$ cat src/rtl/multiplex_pkg.sv
// multiplex_pkg: scan states and the round-robin next-enabled-digit search for multiplex_n.
package multiplex_pkg;
  typedef enum logic [1:0] {IDLE, SHOW, BLANK} state_t;
  function automatic int next_enabled(input logic [7:0] mask, input int idx, input int n);
    int r;
    r = -1;
    for (int i = n - 1; i >= 0; i--) if (mask[i] && i > idx) r = i;
    if (r < 0) for (int i = n - 1; i >= 0; i--) if (mask[i]) r = i;
    return (r < 0) ? idx : r;
  endfunction
endpackage

$ cat src/rtl/mux_next_digit.sv
// mux_next_digit: combinational round-robin finder for the next enabled digit.
module mux_next_digit
  import multiplex_pkg::*;
#(
  parameter int NUM_DIGITS = 4,
  parameter int IW = $clog2(NUM_DIGITS)
) (
  input  logic [NUM_DIGITS-1:0] mask,
  input  logic [IW-1:0]         cur_idx,
  output logic [IW-1:0]         next_idx,
  output logic                  wrapped,
  output logic                  any_en
);
  assign next_idx = IW'(next_enabled(8'(mask), int'(cur_idx), NUM_DIGITS));
  assign wrapped  = next_idx <= cur_idx;
  assign any_en   = |mask;
endmodule

$ cat src/rtl/multiplex_n.sv
// multiplex_n: seven-segment digit scanner with mask, blanking, frame tick; MULTIPLEX_N_DIM_EN adds brightness dimming.
module multiplex_n
  import multiplex_pkg::*;
#(
  parameter int NUM_DIGITS = 4,
  parameter int DATA_W = 4,
  parameter int DWELL_CYCLES = 50000,
  parameter int BLANK_CYCLES = 500,
  parameter logic [DATA_W-1:0] BLANK_CODE = '1
) (
  input  logic                         clk,
  input  logic                         reset,
  input  logic [NUM_DIGITS*DATA_W-1:0] digits,
  input  logic [NUM_DIGITS-1:0]        en_mask,
`ifdef MULTIPLEX_N_DIM_EN
  input  logic [3:0]                   bright,
`endif
  output logic [NUM_DIGITS-1:0]        d,
  output logic [DATA_W-1:0]            s,
  output logic [$clog2(NUM_DIGITS)-1:0] digit_idx,
  output logic                         frame_tick
);
  localparam int IW = $clog2(NUM_DIGITS);
  localparam int MAXC = (DWELL_CYCLES > BLANK_CYCLES) ? DWELL_CYCLES : BLANK_CYCLES;
  localparam int CW = $clog2(MAXC + 1);
  localparam int BL = (BLANK_CYCLES > 0) ? BLANK_CYCLES - 1 : 0;
  state_t state, state_n;
  logic [CW-1:0] cnt, cnt_n;
  logic [IW-1:0] idx_n, cur_idx, nidx;
  logic [DATA_W-1:0] val, val_n;
  logic tick_n, wrapped, any_en, show_done, blank_done, to_blank, advance, lit;
  assign cur_idx = (state == IDLE) ? IW'(NUM_DIGITS - 1) : digit_idx;
  mux_next_digit #(.NUM_DIGITS(NUM_DIGITS), .IW(IW)) u_next (
    .mask(en_mask), .cur_idx(cur_idx), .next_idx(nidx), .wrapped(wrapped), .any_en(any_en)
  );
  assign show_done  = cnt == CW'(DWELL_CYCLES - 1);
  assign blank_done = cnt == CW'(BL);
  assign to_blank   = state == SHOW && show_done && BLANK_CYCLES != 0;
  assign advance    = state == IDLE || (state == SHOW && show_done && BLANK_CYCLES == 0) ||
                      (state == BLANK && blank_done);
  always_comb begin
    state_n = state;
    cnt_n   = cnt + 1'b1;
    idx_n   = digit_idx;
    val_n   = val;
    tick_n  = 1'b0;
    if (to_blank) begin
      state_n = BLANK;
      cnt_n   = '0;
    end else if (advance) begin
      state_n = any_en ? SHOW : IDLE;
      cnt_n   = '0;
      if (any_en) begin
        idx_n  = nidx;
        val_n  = digits[nidx*DATA_W +: DATA_W];
        tick_n = wrapped || state == IDLE;
      end
    end
  end
  always_ff @(posedge clk or posedge reset)
    if (reset) begin
      state      <= IDLE;
      cnt        <= '0;
      digit_idx  <= '0;
      val        <= BLANK_CODE;
      frame_tick <= 1'b0;
    end else begin
      state      <= state_n;
      cnt        <= cnt_n;
      digit_idx  <= idx_n;
      val        <= val_n;
      frame_tick <= tick_n;
    end
`ifdef MULTIPLEX_N_DIM_EN
  logic [3:0] bright_q;
  logic [31:0] on_len;
  always_ff @(posedge clk or posedge reset)
    if (reset) bright_q <= 4'hF;
    else if (advance && any_en) bright_q <= bright;
  assign on_len = ((32'(bright_q) + 32'd1) * 32'(DWELL_CYCLES)) >> 4;
  assign lit = 32'(cnt) < ((on_len == 32'd0) ? 32'd1 : on_len);
`else
  assign lit = 1'b1;
`endif
  assign d = (state == SHOW && lit) ? ~(NUM_DIGITS'(1) << digit_idx) : '1;
  assign s = (state == SHOW && lit) ? val : BLANK_CODE;
endmodule

$ cat config.mk
export PLATFORM = sky130hd
export DESIGN_NAME = multiplex_n
export DESIGN_NICKNAME = d
export VERILOG_FILES = /design/src/rtl/multiplex_pkg.sv /design/src/rtl/mux_next_digit.sv /design/src/rtl/multiplex_n.sv
export SDC_FILE = /design/constraint.sdc
export NUM_CORES = 1
export LEC_CHECK = 0
export CORE_AREA = 5 5 61 63
export DETAILED_ROUTE_END_ITERATION = 6
export DIE_AREA = 0 0 66 68
export MAX_ROUTING_LAYER = met4
export PLACE_DENSITY = 0.92
export SLEW_MARGIN = 30
export SYNTH_ARGS = -nofsm -noshare
export SYNTH_HDL_FRONTEND = slang
export SYNTH_SLANG_ARGS = --single-unit
$ cat constraint.sdc
create_clock -name clk -period 4.7 [get_ports clk]
set_input_delay 1.175 -clock clk [delete_from_list [all_inputs] [get_ports clk]]
set_output_delay 1.175 -clock clk [all_outputs]
set_load 0.005 [all_outputs]
==> results of run 1 <==
## flip-flops by register name, indices dropped and copies added, names as in the netlist
name        cells
cnt            16
val             4
digit_idx       2
state           2
frame_tick      1
## metrics by stage
stage	area [µm²]	std cells	power, W
after floorplan	1580	161	0.000293
after global placement	1930	235	0.000337
after detailed placement	1930	235	0.000339
after CTS	1960	239	0.000435
after global routing	1960	239	0.000458
final	1960	239	0.000431
## placed cells by master, fill, tap and decap left out, drive strengths merged, types with 2 or more instances in the layout
cell and instances:
a211oi 9, a21o 2, a21oi 2, a221oi 5
and2b 2, and4 2, clkbuf 3, clkdlybuf4s50 32
dfrtp 21, dfstp 4, ha 3, inv 14
mux2i 4, nand2 7, nand2b 5, nand3 6
nand3b 2, nand4 6, nor2 26, nor2b 3
nor4 2, nor4bb 3, o21ai 3, o21bai 2
or4 2, xnor2 4, xor2 10
## worst register-to-register path: cells and delay by family, from the launching register on
family,cells,cell delay (ns)
AOI/OAI and AO/OA,3,1.11
DFF,1,0.52
adders and majority gates,1,0.32
and+or+nand+nor,2,0.25
## cells in the mapped netlist, drive strengths merged
master and instances:
o221a 1, ha 3, or4b 1, a221oi 5, nor2b 3, nand3 6
and3 1, o32ai 1, a2111o 1, and2 1, dfstp 4, o21ai 3
buf 4, nor2 26, nor4bb 3, a21oi 2, or4 2, xnor2 4
nand2b 5, a21o 2, and2b 2, nor4 2, and4b 1, nand3b 2
mux2i 4, nand4 6, nand2 7, a211oi 9, inv 14, dfrtp 21
o32a 1, and4 2, xor2 10, o21bai 2
## final cells by class
cell class | instances | share of cell area [%]
multi-input cells | 118 | 44.4
flip-flops and latches | 25 | 32.2
repair buffers | 32 | 16.3
well taps | 46 | 2.94
inverters | 14 | 2.68
clock buffers | 3 | 1.15
clock inverters | 1 | 0.383
## kinds of logic after synthesis
kind of cell    after synthesis  synth area share, %
xor+xnor                     14                 7.77
buf+inv                      18                 5.15
compound gates               27                 17.4
mux                           4                 2.54
flops                        25                 40.0
fa+ha+maj                     3                 2.38
simple gates                 70                 24.8
## path summary, 6_finish.rpt
check                                         start                   end
max reg2reg                digit_idx[1]$_DFFE_PP0P_  frame_tick$_DFF_PP0_
min in group asynchronous                     reset      cnt[3]$_DFF_PP0_
min reg2reg                        cnt[0]$_DFF_PP0_      cnt[0]$_DFF_PP0_
min                                cnt[0]$_DFF_PP0_      cnt[0]$_DFF_PP0_
max in group asynchronous                     reset    val[0]$_DFFE_PP1P_
max                                      en_mask[3]  frame_tick$_DFF_PP0_
## per-layer routing
metal / share of wire, % / global-route usage, % / vias to the layer above
met5: 0 / - / -
met4: 1.8 / 7.36 / 0
met3: 5.0 / 3.28 / 7
met2: 49 / 28.8 / 28
met1: 44 / 20.4 / 606
li1: - / - / 641
## power breakdown
part | total (W) | switching, W | internal, W
clock | 0.0000963 | 0.0000637 | 0.0000326
sequential | 0.000230 | 0.00000594 | 0.000224
combinational | 0.000104 | 0.0000459 | 0.0000585
==> flow_summary.ini, run 1 <==
[floorplanning]
die_area_um2 = 4490
core.rowCount = 21
core_um2 = 3180
start_util_pct = 49.6
die_w_um = 66
io_pins = 33
die_y_um = 68

[global_routing]
grt_pass1_wl_mm = 5.80
grt_max_degree = 26
grt_overflow = 0
gr-usage-all-layers_pct = 17.2
grt_pass1_vias = 1313
antenna_found_initial = 0

[routing]
wl_per_cell_um = 14.3
dr.pass1.iters = 4
drc = 0
ant_nets = 0
routed_wl_mm = 3.41
routed_via_density = 5.36
vias = 1282
dr.first_iter.drc_count = 73

[worst_setup_path]
r2r_cells = 6
cp_num_buf_inv = 1
crit_chain = clkdlybuf4s50_1 -> nor2_1 -> a2111o_1 -> a221oi_4 -> ha_1 -> a211oi_1 -> nor2_1
cp_num_cells = 7
slowest_delay_ns = 0.57
crit_top_cell = nor2_1
worstPathRequired_ns = 4.93
rrSetupSlack_ns = 2.40
setup.worst_path.start_class = input pin
critPathKind = in -> reg
critPathTopFamily = compound AO/OA/AOI/OAI gates
path_max_fanout = 6
cp-end-kind = register
arrival_ns = 3.40
cpMaxStageDelayCell = clkdlybuf4s50_1

[synthesis]
netlist-cell-type-count = 41
synth_top_area_share_pct = 33.3
yosysTopAreaCell = dfrtp_1
ys.warnings.count = 0
synth_area_um2 = 1580
syn_area_per_cell_um2 = 9.80
yosys-top-cells-area = dfrtp_1 33%, dfstp_2 6.7%, nor2_1 6.2%, xor2_1 5.6%, a211oi_1 3.8%
synth.ff_latch_count = 25
synth_fp_nets = 186
synthCells = 161
yosysSeqAreaShare_pct = 40.0

[timing]
slew_viol_final = 0
rsz0062_at_grt = no
whs_ns = 0.505
fmax_mhz = 315
min_period_ns = 3.17
fin_setup_tns_ns = 0
clock_skew_ns = 0.00303
worst_slew_pin_slew_ns = 0.705
period_share_pct = 67.5
setup_viol_count_final = 0
hold_violations = 0
setup_ws_ns = 1.53
maxSlewHeadroom_pct = 52.6

[worst_hold_path]
hold_depth = 1
hp-class = reg -> reg

[finish]
fillers = 294
area_growth_pct = 24.3
drive_gt1_share_pct = 11.4
nNetsFinal = 219
fin_util_pct = 61.7
multi_input_area_um2 = 870
num_antenna_cells = 0
regArea_um2 = 631

[clock_tree]
clk_path_buf_depth = 2
cts_root_buf = clkbuf_4
htreeDepth = 1
cts_buffers = 3
hold_buffers = 0
cts_tree = yes
cts_setup_buffers = 0
cts-resized-gates = 0
cts_sinks = 25
insertion_delay_ns = 0.32
clkSlewWorstSetupHoldPaths_ns = 0.13

[power_and_ir_drop]
max-vdd-ir-drop_mv = 0.195
p_per_area_nw_per_um2 = 220
power_leakage_nw = 0.882

[placement]
place.gp.congestion = 0.766
portBuffers = 32
dp_slack_ns = 1.19
hpwl_mm = 2.63

[run_status]
status = completed

[job]
drv_cap = 0
(Power assumes the default switching activity.)
==> inputs of run 2 (changes only) <==
CORE_AREA = 5 5 65 67   (was 5 5 61 63)
DIE_AREA = 0 0 70 72   (was 0 0 66 68)
PLACE_DENSITY = 0.86   (was 0.92)
clock period = 2.81 ns   (was 4.7 ns; I/O delays follow)
==> run 2 against run 1 <==
  * Die area rose by 12%
  * Non-clock buffer count rose by 8
  * Final area rose by 3.6%
  * Via count rose by 2.6%
  * Critical path depth fell by 5
  * Count of clock-buffer cells in the layout did not move
  * Sequential share of layout area fell by 1.1 points
  * Clock power rose by 71%
  * Sequential cell count did not move
  * Largest cell class unchanged
==> flow_summary.ini, run 2 (synthesis results as in run 1) <==
[global_routing]
gr-usage-all-layers_pct = 15.6
grt_overflow = 0
grt_pass1_wl_mm = 6.28
grt_max_degree = 26
antenna_found_initial = 0
grt_pass1_vias = 1337

[routing]
dr.first_iter.drc_count = 54
ant_nets = 0
drc = 0
dr.pass1.iters = 4
wl_per_cell_um = 14.2
routed_via_density = 5.28
routed_wl_mm = 3.54
vias = 1315

[worst_setup_path]
arrival_ns = 1.84
cp-startpoint = digit_idx[0]$_DFFE_PP0P_
critPathKind = reg -> out
crit_end = d[0]
slowest_delay_ns = 0.53
crit_chain = or4_1 -> clkdlybuf4s50_1
r2r_cells = 6
r2r_end = frame_tick$_DFF_PP0_
rrSetupSlack_ns = 0.63
setup.worst_path.start_class = register
timing.rr.start = digit_idx[0]$_DFFE_PP0P_
worstPathRequired_ns = 2.11
cp-end-kind = output port
path_max_fanout = 10
cpMaxStageDelayCell = or4_1

[finish]
num_antenna_cells = 0
area_growth_pct = 28.8
layout_commonest_cell = clkdlybuf4s50_1
top_register = cnt
fin_cells = 249
reg_top3 = cnt x16, val x4
nNetsFinal = 227
largest_reg_flops = 16
drive_gt1_share_pct = 13.9
fillers = 330
mostFrequentLayoutCells = 32 x clkdlybuf4s50_1, 26 x nor2_1, 21 x dfrtp_1
stdcell_area_um2 = 2030

[floorplanning]
core_um2 = 3580
io_pins = 33
start_util_pct = 44.1
die_w_um = 70
core.rowCount = 22
die_area_um2 = 5040
die_y_um = 72

[placement]
place_inst = 245
place.gp.congestion = 0.849
dp_slack_ns = -0.0516
place_area_um2 = 2000
hpwl_mm = 2.73
portBuffers = 32

[timing]
period_share_pct = 90.6
maxSlewHeadroom_pct = 67.7
whs_ns = 0.497
min_period_ns = 2.54
setup_viol_count_final = 0
fin_setup_tns_ns = 0
rsz0062_at_grt = no
setup_ws_ns = 0.265
slew_viol_final = 0
clock_skew_ns = 0.0123
worst_slew_pin_slew_ns = 0.485
fmax_mhz = 393
hold_violations = 0

[power_and_ir_drop]
max-vdd-ir-drop_mv = 0.209
p_per_area_nw_per_um2 = 367
power_leakage_nw = 0.928

[clock_tree]
cts_sinks = 25
htreeDepth = 1
cts_buffers = 3
cts_root_buf = clkbuf_4
clk_path_buf_depth = 2
hold_buffers = 0
clkSlewWorstSetupHoldPaths_ns = 0.15
cts_tree = yes
insertion_delay_ns = 0.32
cts_setup_buffers = 0
cts-resized-gates = 0

[run_status]
status = completed

[worst_hold_path]
worstHoldStart = cnt[0]$_DFF_PP0_
hp-class = reg -> reg

[job]
drv_cap = 0
[run 2: how the worst min path moves through the flow]
stage                        to  slack, ns  cells past startpoint
6_report       cnt[0]$_DFF_PP0_       0.50                      1
3_5_place_dp   cnt[0]$_DFF_PP0_       0.48                      1
3_3_place_gp   cnt[0]$_DFF_PP0_       0.47                      1
5_1_grt        cnt[0]$_DFF_PP0_       0.52                      1
2_1_floorplan  cnt[0]$_DFF_PP0_       0.45                      1
4_1_cts        cnt[0]$_DFF_PP0_       0.50                      1
[run 2: worst max-delay path, delay by kind of cell, from the launching register on]
family	cells	cell delay, ns
buffers and inverters	1	0.46
and+or+nand+nor	1	0.53
DFF	1	0.52
[run 2: metal layers]
metal / wire length, µm / global-route usage, %
met1: 1610 / 19.2
met2: 1780 / 27.0
met3: 118 / 2.35
met4: 29 / 3.83
met5: 0 / -
[run 2: layout make-up]
cell class	count	area, µm²	area share (%)
Clock buffer	3	22.5	1.11
Clock inverter	1	7.51	0.369
Inverter	14	52.6	2.59
Multi-Input combinational cell	118	866	42.6
Sequential cell	25	631	31.0
Tap cell	48	60.1	2.96
Timing Repair Buffer	40	393	19.3
[run 2: report_power, final]
part / switching [W] / leakage, nW / internal [W]
clock: 0.000110 / 0.0139 / 0.0000544
sequential: 0.0000109 / 0.311 / 0.000375
combinational: 0.0000810 / 0.603 / 0.000113
total: 0.000202 / 0.928 / 0.000543
[run 2: metrics by stage]
stage / power, W / util (%)
2_1_floorplan: 0.000491 / -
3_3_place_gp: 0.000582 / 55.9
3_5_place_dp: 0.000588 / 55.9
4_1_cts: 0.000756 / 56.8
5_1_grt: 0.000784 / 56.8
6_report: 0.000745 / 56.8
